--- config.mk ---
export PLATFORM = sky130hd
export DESIGN_NAME = stb_gen
export DESIGN_NICKNAME = d
export VERILOG_FILES = /design/src/rtl/stb_gen.sv
export SDC_FILE = /design/constraint.sdc
export NUM_CORES = 1
export LEC_CHECK = 0
export ABC_AREA = 1
export ABC_CLOCK_PERIOD_IN_PS = 3400
export BUFFER_PORTS_ARGS = -buffer_cell sky130_fd_sc_hd__buf_4
export CAP_MARGIN = 20
export CELL_PAD_IN_SITES_DETAIL_PLACEMENT = 0
export CELL_PAD_IN_SITES_GLOBAL_PLACEMENT = 1
export CORE_MARGIN = 2
export CORE_UTILIZATION = 45
export CTS_BUF_LIST = sky130_fd_sc_hd__clkbuf_4
export DETAILED_ROUTE_END_ITERATION = 8
export HOLD_SLACK_MARGIN = 0.05
export PLACE_DENSITY = 0.95
export SLEW_MARGIN = 20
export SYNTH_ARGS = -nofsm -noshare
export SYNTH_HDL_FRONTEND = slang
export SYNTH_SLANG_ARGS = --single-unit
--- constraint.sdc ---
create_clock -name clk_i -period 3.4 [get_ports clk_i]
set_input_delay 0.17 -clock clk_i [delete_from_list [all_inputs] [get_ports clk_i]]
set_output_delay 0.17 -clock clk_i [all_outputs]
set_load 0.01 [all_outputs]
--- src/rtl/stb_gen.sv ---
// Strobe responder: emits one programmable-width strobe, waits a settle time,
// then returns synchronised master/slave comparator results with a valid pulse.
module stb_gen #(
    parameter int WIDTH_W     = 8,
    parameter int SETTLE_W    = 8,
    parameter int SYNC_STAGES = 2
) (
    input  logic                clk_i,
    input  logic                arst_i,
    input  logic                stb_req_i,
    input  logic                abort_i,
    input  logic [WIDTH_W-1:0]  pulse_width_i,
    input  logic [SETTLE_W-1:0] settle_cycles_i,
    input  logic                m_cmp_raw_i,
    input  logic                s_cmp_raw_i,
    output logic                stb_o,
    output logic                stb_valid_o,
    output logic                m_cmp_out_o,
    output logic                s_cmp_out_o,
    output logic                busy_o,
    output logic                ovr_o,
    input  logic                ovr_clr_i
);

    localparam int SYNC_W = $clog2(SYNC_STAGES) + 1;
    localparam int CNT_A  = (WIDTH_W > SETTLE_W) ? WIDTH_W : SETTLE_W;
    localparam int CNT_W  = (CNT_A > SYNC_W) ? CNT_A : SYNC_W;

    typedef enum logic [2:0] {IDLE, PULSE, SETTLE, SAMPLE, VALID} state_t;

    state_t               state_q, state_d;
    logic [CNT_W-1:0]     cnt_q, cnt_d;
    logic [SETTLE_W-1:0]  settle_q, settle_d;
    logic                 stb_q, stb_d;
    logic                 valid_q, valid_d;
    logic                 busy_q, busy_d;
    logic                 m_out_q, m_out_d;
    logic                 s_out_q, s_out_d;
    logic                 ovr_q, ovr_d;
    logic [SYNC_STAGES-1:0] m_sync_q, m_sync_d;
    logic [SYNC_STAGES-1:0] s_sync_q, s_sync_d;

    always_comb begin
        state_d  = state_q;
        cnt_d    = cnt_q;
        settle_d = settle_q;
        stb_d    = stb_q;
        valid_d  = 1'b0;
        busy_d   = busy_q;
        m_out_d  = m_out_q;
        s_out_d  = s_out_q;
        ovr_d    = ovr_q;
        m_sync_d = {m_sync_q[SYNC_STAGES-2:0], m_cmp_raw_i};
        s_sync_d = {s_sync_q[SYNC_STAGES-2:0], s_cmp_raw_i};

        // Set is applied after clear so a simultaneous overrun wins.
        if (ovr_clr_i)
            ovr_d = 1'b0;
        if (stb_req_i && state_q != IDLE)
            ovr_d = 1'b1;

        case (state_q)
            IDLE: begin
                if (stb_req_i && !abort_i) begin
                    state_d  = PULSE;
                    cnt_d    = (pulse_width_i == '0) ? '0 : CNT_W'(pulse_width_i - 1'b1);
                    settle_d = settle_cycles_i;
                    stb_d    = 1'b1;
                    busy_d   = 1'b1;
                end
            end
            PULSE: begin
                if (cnt_q == '0) begin
                    stb_d = 1'b0;
                    if (settle_q == '0) begin
                        state_d = SAMPLE;
                        cnt_d   = CNT_W'(SYNC_STAGES - 1);
                    end else begin
                        state_d = SETTLE;
                        cnt_d   = CNT_W'(settle_q - 1'b1);
                    end
                end else begin
                    cnt_d = cnt_q - 1'b1;
                end
            end
            SETTLE: begin
                if (cnt_q == '0) begin
                    state_d = SAMPLE;
                    cnt_d   = CNT_W'(SYNC_STAGES - 1);
                end else begin
                    cnt_d = cnt_q - 1'b1;
                end
            end
            SAMPLE: begin
                if (cnt_q == '0) begin
                    state_d = VALID;
                    valid_d = 1'b1;
                    m_out_d = m_sync_q[SYNC_STAGES-1];
                    s_out_d = s_sync_q[SYNC_STAGES-1];
                end else begin
                    cnt_d = cnt_q - 1'b1;
                end
            end
            VALID: begin
                state_d = IDLE;
                busy_d  = 1'b0;
            end
            default: begin
                state_d = IDLE;
                stb_d   = 1'b0;
                busy_d  = 1'b0;
                cnt_d   = '0;
            end
        endcase

        // Abort discards any capture scheduled for this cycle.
        if (abort_i && state_q != IDLE) begin
            state_d = IDLE;
            cnt_d   = '0;
            stb_d   = 1'b0;
            valid_d = 1'b0;
            busy_d  = 1'b0;
            m_out_d = m_out_q;
            s_out_d = s_out_q;
        end
    end

    always_ff @(posedge clk_i or posedge arst_i) begin
        if (arst_i) begin
            state_q  <= IDLE;
            cnt_q    <= '0;
            settle_q <= '0;
            stb_q    <= 1'b0;
            valid_q  <= 1'b0;
            busy_q   <= 1'b0;
            m_out_q  <= 1'b0;
            s_out_q  <= 1'b0;
            ovr_q    <= 1'b0;
            m_sync_q <= '0;
            s_sync_q <= '0;
        end else begin
            state_q  <= state_d;
            cnt_q    <= cnt_d;
            settle_q <= settle_d;
            stb_q    <= stb_d;
            valid_q  <= valid_d;
            busy_q   <= busy_d;
            m_out_q  <= m_out_d;
            s_out_q  <= s_out_d;
            ovr_q    <= ovr_d;
            m_sync_q <= m_sync_d;
            s_sync_q <= s_sync_d;
        end
    end

    assign stb_o       = stb_q;
    assign stb_valid_o = valid_q;
    assign m_cmp_out_o = m_out_q;
    assign s_cmp_out_o = s_out_q;
    assign busy_o      = busy_q;
    assign ovr_o       = ovr_q;

endmodule

* Yosys cells after proc, flatten, opt, wreduce, memory -nomap -nowiden
Index checks and enable logic that the tools add are counted.
Widths: inputs -> output; s select.
** Storage, ports and cells
- Register bits :: 29
- Bits of input ports :: 23
- Logic and storage cells :: 71
** Cells by class
- Mux-type cells :: 26
- Bitwise gates (word level) :: 1
- Reduce and logical (&&, ||, !) cells :: 18
- Equality and inequality tests :: 12
- Add/sub/neg operators :: 3
** Operator list (count)
- $mux 8 :: 7
- $pmux 8 s5 :: 1
- $logic_not 8->1 :: 3
- $sub 8x1->8 const B :: 3
- $mux 3 :: 5
- $ne 3x3->1 const B :: 5
- $pmux 3 s4 :: 1
- $mux 1 :: 10
- $reduce_and 3->1 :: 3
- $eq 3x2->1 const B :: 2
- $reduce_or 3->1 :: 2
- $ne 2x1->1 const B :: 2
- $reduce_and 2->1 :: 2
- $reduce_and 4->1 :: 1
- $eq 3x1->1 const B :: 1
- $eq 3x3->1 const B :: 1
- $logic_and 1x1->1 :: 3
- $logic_not 3->1 :: 1
- $pmux 1 s3 :: 1
- $reduce_bool 3->1 :: 1
- $ne 2x2->1 const B :: 1
- $pmux 1 s2 :: 1
- $reduce_bool 2->1 :: 1
- $logic_not 1->1 :: 1
- $not 1->1 :: 1

* Logic depth before layout (Yosys ltp)
Gate-level depths: netlist of the first run.
- Depth in word-level cells :: 5
- Depth in mapped cells :: 14
- Mapped depth without buffers :: 13

* Worst setup path before layout of the first run
Ideal clock, no wire load.
- Path type :: register to register
- From :: register cnt_q[0]
- To :: register cnt_q[3]
- Stages on the path, launching flop included :: 15
- Setup time :: 0.116 ns
- Buffers on the path :: 1
- Clock period less this slack :: 1.539 ns
- Path slack :: 1.861 ns
- Data arrival time :: 1.422 ns
- Path through :: dfrtp_1 -> inv_1 -> ha_1 -> nand3_1 -> nor2_4 -> buf_6 -> nand2_1 -> nand2_2 -> inv_2 -> nand2_1 -> nand2_1 -> clkinv_1 -> nand2_1 -> nand2_1 -> nand2_1
** Between the ends
- Word-level cells in the longest chain between the ends :: 4
** RTL lines
- start, declared :: line 32 : logic [CNT_W-1:0] cnt_q, cnt_d;
- start signal, assigned :: line 143 : cnt_q <= cnt_d;
- $sub 8x1->8 or $logic_not 8->1 (tied branches)
- $mux 8 (on tied branches) :: line 95, 73, 87
- $pmux 8 s5 :: line 62 : case (state_q)
- $mux 8 :: line 117 : if (abort_i && state_q != IDLE) begin
Several ways; a longest one is shown, not always the timed one. The select of a mux whose other input is x is not followed.
A chain may end at the register's enable or synchronous reset.

* Worst setup path after layout of the first run
- From :: register cnt_q[0]
- To :: register cnt_q[5]
Same word-level chain as after synthesis.

==> impl_metrics.toml, run 1 <==
[global_route]
grt_antenna_before_repair = 0
grt_first_pass_wirelength_um = 7870
first_global_vias = 1790
grt_max_degree = 30
gr-usage-all-layers_pct = 19.5
grt_remaining_overflow = 0

[placement]
place_hpwl_um = 3460
gp_routability_congestion = 0.880
placement.io_buffers = 28
numPlacedInstances = 390

[sta]
grt_setup_unrepaired = "no"
fin_setup_tns_ps = 0
final-setup-viol-count = 0
final.period_utilization_pct = 53.3
fin_crit_ps = 1810
slew-limit-headroom_pct = 59.0
achievable-frequency_ghz = 0.552
finalMaxSlewViolations = 0
worstMarginPinSlew_ps = 614
finalHoldViolations = 0
final.setup_skew_ps = 7.69

[clocking]
cts_sinks = 29
clock_tree.buffer_depth = 2
clkTransAtPathRegs_ps = 90
cts_setup_buffers = 0
cts.root.buffer_cell = "clkbuf_4"
worstSkewPairLatency_ps = 330
tritoncts = "built"
htree_levels = 2
numCtsBuffers = 5

[logic_synthesis]
post_synth_inst_count = 312
number_of_storage_elements_in_the_synthesis_netlist = 29
synth_largest_area_cell = "dfrtp_1"
synth.cells.most_frequent = "97 x nand2_1, 43 x inv_1, 42 x nor2_1, 29 x dfrtp_1, 27 x nand3_1"
netlist_area_um2 = 2050
post_synth.cell_area_avg_um2 = 6.58
postSynth.topFlopCell = "dfrtp_1"
distinct_cell_type_count_of_the_synthesized_netlist = 29
synth_top_cells_by_area = "dfrtp_1 35%, nand2_1 18%, inv_1 7.9%"
synthMostInstantiatedCell = "nand2_1"
synth_warnings = 0
synth-edff-count = 0
asyncSetResetFlopFracSynth_pct = 100
synth.yosys.seq_area_share_pct = 35.3
synthesis.nets = 341
yosysTopAreaCellShare_pct = 35.3

[route]
post-route-drc-count = 0
drtAntennaViolNets = 0
routed-via-count = 1942
drt-wirelength-per-cell_um = 11.2
totalWireLength_um = 4500
dr.first_iter.drc_count = 140
firstDrtPassIters = 4
vias_per_cell = 4.82

[die]
coreArea_um2 = 4380
rows = 24
die_area_um2 = 5120
boundaryPins = 29
initial_utilization_pct = 46.9
die_w_um = 71.6
dieHeight_um = 71.6

[critical_path]
reg2reg_setup_slack_ps = 1590
critical-path-top-cell-by-count = "nand2_1"
cp.required_ps = 3630
path_max_fanout = 11
worst-endpoint-arrival_ps = 2040
r2r_end = "cnt_q[5]$_DFFE_PP0P_"
timing.setup.critical_path_class = "register to register"
end_kind = "register"
crit_family = "simple AND/OR/NAND/NOR gates"
timing.critical_path.from_type = "register"
timing.critical_path.buf_inv = 1
reg2reg_depth = 9
cp_slowest_stage_delay_ps = 420
worstPathCellList = "inv_1 -> ha_1 -> nand3_1 -> nor2_4 -> nand3_2 -> nand3_4 -> nor2_8 -> nand2_1 -> nand2_1"
crit_slowest_cell = "dfrtp_1"
r2r_start = "cnt_q[0]$_DFFE_PP0P_"
cp_num_cells = 9

[min_path]
hp-class = "input pin to register"
min_delay_worst_endpoint = "settle_q[0]$_DFFE_PP0P_"
hold_depth = 3
holdCritStartpoint = "settle_cycles_i[0]"

[power]
fin_total_pwr_mw = 1.94
power.leakage_nw = 1.33
ir_worst_vdd_uv = 352
power_per_cell_area_nw_per_um2 = 804

[status]
outcome = "finished, final reports clean"

[finish]
number_of_standard_cells_in_the_final_layout_excluding_fillers = 403
post-route-util_pct = 55.2
post_layout_nets = 379
final_layout_size_suffix_gt1_share_pct = 17.4
area.growth.synth_to_final_pct = 17.7
n_antenna_cell = 0

[flow_run]
max_cap_viol_count = 0
kinds of logic (layout without fill, tap and decap cells):
logic type | Yosys count | in the layout | synth area share, %
adders and majority gates | 6 | 6 | 3.65
DFF | 29 | 29 | 35.3
buffers and inverters | 55 | 94 | 10.5
xor gates and xnor gates | 6 | 6 | 2.56
AOI/OAI and AO/OA | 33 | 33 | 8.59
and+or+nand+nor | 183 | 183 | 39.4
state kept, by name, summed over array words and instances (netlist names):
| signal | flops |
|---|---|
| stb_o | 1 |
| s_cmp_out_o | 1 |
| stb_valid_o | 1 |
| ovr_o | 1 |
| m_sync_q | 2 |
| state_q | 3 |
| settle_q | 8 |
| busy_o | 1 |
| m_cmp_out_o | 1 |
| s_sync_q | 2 |
| cnt_q | 8 |
worst register-to-register path, delay by kind of cell (launching register included):
kind                     cells  cell delay (ps)
AND/OR/NAND/NOR              7              990
flip-flops                   1              420
adder cells (fa/ha/maj)      1              160
buffers and inverters        1              140
routing by layer:
layer	GRT usage (%)	up-vias	share of wire, %	wire [um]
li1	-	1041	-	-
met1	25.9	858	47	2100
met2	32.3	38	49	2190
met3	4.22	5	3.6	161
met4	5.03	0	1.1	49
met5	0	-	0	0
worst max path at each step:
stage	startpoint	end	slack (ps)
after floorplan	cnt_q[0]$_DFFE_PP0P_	cnt_q[3]$_DFFE_PP0P_	1860
after global placement	cnt_q[0]$_DFFE_PP0P_	cnt_q[1]$_DFFE_PP0P_	1650
after detailed placement	cnt_q[0]$_DFFE_PP0P_	cnt_q[5]$_DFFE_PP0P_	1610
after CTS	cnt_q[0]$_DFFE_PP0P_	cnt_q[5]$_DFFE_PP0P_	1590
after global routing	cnt_q[0]$_DFFE_PP0P_	stb_o$_DFFE_PP0P_	1430
final	cnt_q[0]$_DFFE_PP0P_	cnt_q[5]$_DFFE_PP0P_	1590
power by group:
part	switching (mW)	leakage, nW	internal (mW)
sequential	0.114	0.354	0.475
clock	0.120	0.0354	0.0866
combinational	0.736	0.938	0.412
per-stage QoR:
step                      area (um2)  hold WS, ps  worst slack (ps)
final                           2420         81.4              1590
after global routing            2420         88.3              1430
after global placement          2310          279              1650
after floorplan                 2050          201              1860
after CTS                       2420         71.1              1590
after detailed placement        2310          281              1610
cell usage in the layout, fill, tap and decap left out:
| cell type | count |
|---|---|
| nor2_4 | 2 |
| a21oi_1 | 14 |
| nor2_1 | 42 |
| nand3_1 | 27 |
| nor2_2 | 4 |
| o22ai_1 | 1 |
| or2_2 | 1 |
| xnor2_1 | 2 |
| nand3_2 | 1 |
| buf_4 | 28 |
| dfrtp_1 | 29 |
| nor3_4 | 1 |
| clkinv_1 | 2 |
| o21bai_1 | 1 |
| nor3_1 | 2 |
| dlygate4sd3_1 | 5 |
| inv_1 | 42 |
| nand2_1 | 97 |
| o21ai_0 | 12 |
| nor2_8 | 1 |
| o21ai_2 | 1 |
| inv_2 | 9 |
| xor2_1 | 4 |
| nand4_1 | 1 |
| clkinv_2 | 2 |
| nand2_2 | 3 |
| o21ai_1 | 3 |
| nand3_4 | 1 |
| ha_1 | 6 |
| clkbuf_4 | 6 |
| a21oi_2 | 1 |
final cells by class:
cell class | instances | area (um2)
flip-flops and latches | 29 | 726
well taps | 52 | 65.1
inverters | 53 | 199
repair buffers | 33 | 260
multi-input cells | 228 | 1110
clock inverters | 2 | 10.0
fillers | 450 | 1970
clock buffers | 6 | 45.0
what timing repair did:
| action | 4_1_cts | 5_1_grt |
|---|---|---|
| hold endpoints to repair | 33 | 0 |
| resized for setup | 0 | 0 |
| hold buffers | 5 | 0 |
No activity file was read; power rests on OpenSTA's default activity.
==> run 2: changes to the inputs <==
ABC_CLOCK_PERIOD_IN_PS = 1700   (was 3400)
CORE_UTILIZATION = 42   (was 45)
PLACE_DENSITY = 0.94   (was 0.95)
clock period = 1.7 ns   (was 3.4 ns; I/O delays follow)
==> impl_metrics.toml, run 2 (synthesis gave the netlist of run 1 again) <==
[status]
outcome = "finished, final reports clean"

[route]
drtAntennaViolNets = 0
firstDrtPassIters = 4
routed-via-count = 2007
vias_per_cell = 4.53
drt-wirelength-per-cell_um = 10.9
post-route-drc-count = 0
dr.first_iter.drc_count = 74
totalWireLength_um = 4830

[clocking]
clock_tree.buffer_depth = 2
numCtsBuffers = 5
tritoncts = "built"
cts_sinks = 29
htree_levels = 2
clkTransAtPathRegs_ps = 90
worstSkewPairLatency_ps = 340
cts.root.buffer_cell = "clkbuf_4"

[finish]
layout.cell_area.non_filler_um2 = 2720
reg.largest.list = "cnt_q (8), settle_q (8), state_q (3)"
post-route-util_pct = 57.6
post_layout_nets = 404
n_antenna_cell = 0
fillerInstances = 461
area.growth.synth_to_final_pct = 32.3
regArea_um2 = 726
layout_commonest_cell = "nand2_1"
layout_common_cells = "96 x nand2_1, 43 x buf_4, 40 x inv_1, 40 x nor2_1, 29 x dfrtp_1"
multiInputGateArea_um2 = 1180
final_layout_size_suffix_gt1_share_pct = 23.1

[placement]
placement.io_buffers = 28
post-place-ws_ps = 2.02
place_area_um2 = 2430
gp_routability_congestion = 0.869
place_hpwl_um = 3710

[die]
die_w_um = 73.9
initial_utilization_pct = 43.5
coreArea_um2 = 4720
dieHeight_um = 73.9
boundaryPins = 29
die_area_um2 = 5470
rows = 25

[sta]
final-setup-viol-count = 0
final.period_utilization_pct = 95.6
slew-limit-headroom_pct = 70.7
setup_ws_ps = 74.4
achievable-frequency_ghz = 0.615
worstMarginPinSlew_ps = 437
final.setup_skew_ps = 6.59
finalMaxSlewViolations = 0
fin_crit_ps = 1630
grt_setup_unrepaired = "yes"
finalHoldViolations = 0

[power]
power_per_cell_area_nw_per_um2 = 1590
ir_worst_vdd_uv = 697
power.leakage_nw = 1.45

[global_route]
grt_antenna_before_repair = 0
first_global_vias = 1844
met1_global_route_usage_pct = 27.1
gr-usage-all-layers_pct = 19.8
grt_max_degree = 30
use_met2_pct = 31.7
grt_remaining_overflow = 0
grt_first_pass_wirelength_um = 8290
groute.layer.met3.usage_pct = 4.07
top_usage_layer_grt = "met2"

[critical_path]
worst-endpoint-arrival_ps = 1860
reg2reg_depth = 13
timing.critical_path.from = "cnt_q[0]$_DFFE_PP0P_"
r2r_start = "cnt_q[0]$_DFFE_PP0P_"
path_max_fanout = 7
end_kind = "register"
worstPathCellList = "inv_2 -> ha_4 -> nand3_4 -> nor2_4 -> nand2_2 -> nand2_4 -> inv_2 -> nand2_1 -> nand2_1 -> clkinv_1 -> nand2_1 -> nand2_1 -> nand2_1"
cp.required_ps = 1940
timing.critical_path.from_type = "register"
reg2reg_setup_slack_ps = 70
critical-path-top-cell-by-count = "nand2_1"
cp_slowest_stage_delay_ps = 430
r2r_end = "cnt_q[3]$_DFFE_PP0P_"
timing.setup.critical_path_class = "register to register"
crit_slowest_cell = "dfrtp_1"

[min_path]
min_delay_worst_endpoint = "cnt_q[0]$_DFFE_PP0P_"
hold_depth = 6
hp-class = "input pin to register"
holdCritStartpoint = "pulse_width_i[0]"

[flow_run]
max_cap_viol_count = 0
==> run 2: area by class of cell <==
class	count	share of cell area, %
clock inverter	2	0.368
multi-input combinational	228	43.4
sequential	29	26.7
inverter	53	7.41
timing repair buffer	58	17.4
tap	67	3.08
clock buffer	6	1.66
==> run 2: routing by layer <==
layer / vias up / share of wire, %
met3: 6 / 3.5
met2: 33 / 47
met1: 879 / 48
met5: - / 0
li1: 1089 / -
met4: 0 / 1.3
==> run 2: worst max-delay path: cells and delay by family (launching register included) <==
kind / cells / cell delay, ps
flops: 1 / 430
simple gates: 9 / 780
buf+inv: 3 / 180
fa+ha+maj: 1 / 140
==> run 2: per-stage QoR <==
step / std cells / setup TNS, ps / total power [mW] / hold WS, ps
3_3_place_gp: 418 / 0 / 3.62 / 183
6_report: 443 / 0 / 4.31 / 259
5_1_grt: 443 / -160 / 4.74 / 297
2_1_floorplan: 312 / 0 / 2.91 / 116
3_5_place_dp: 418 / 0 / 3.63 / 189
4_1_cts: 440 / 0 / 4.11 / 257
==> run 2: report_power, final <==
part           internal, mW  leakage [nW]  switching (mW)  total, mW
Sequential            0.951         0.354           0.220       1.17
Combinational          1.09          1.06            1.62       2.71
Clock                 0.173        0.0354           0.255      0.428
==> run 2: worst max-delay path by stage <==
stage	slack, ps	endpoint	depth (start not counted)
final	70	cnt_q[3]$_DFFE_PP0P_	13
after detailed placement	2	cnt_q[3]$_DFFE_PP0P_	13
after CTS	7	cnt_q[3]$_DFFE_PP0P_	13
after global routing	-40	cnt_q[3]$_DFFE_PP0P_	13
after global placement	50	cnt_q[0]$_DFFE_PP0P_	9
after floorplan	160	cnt_q[3]$_DFFE_PP0P_	14
==> run 2: what timing repair did <==
action                     CTS  global route
hold endpoints to repair    41             0
hold buffers                14             0
setup buffers                0             3
gates resized for setup      0            20
pin swaps                    1             8
setup endpoints to repair    4            11
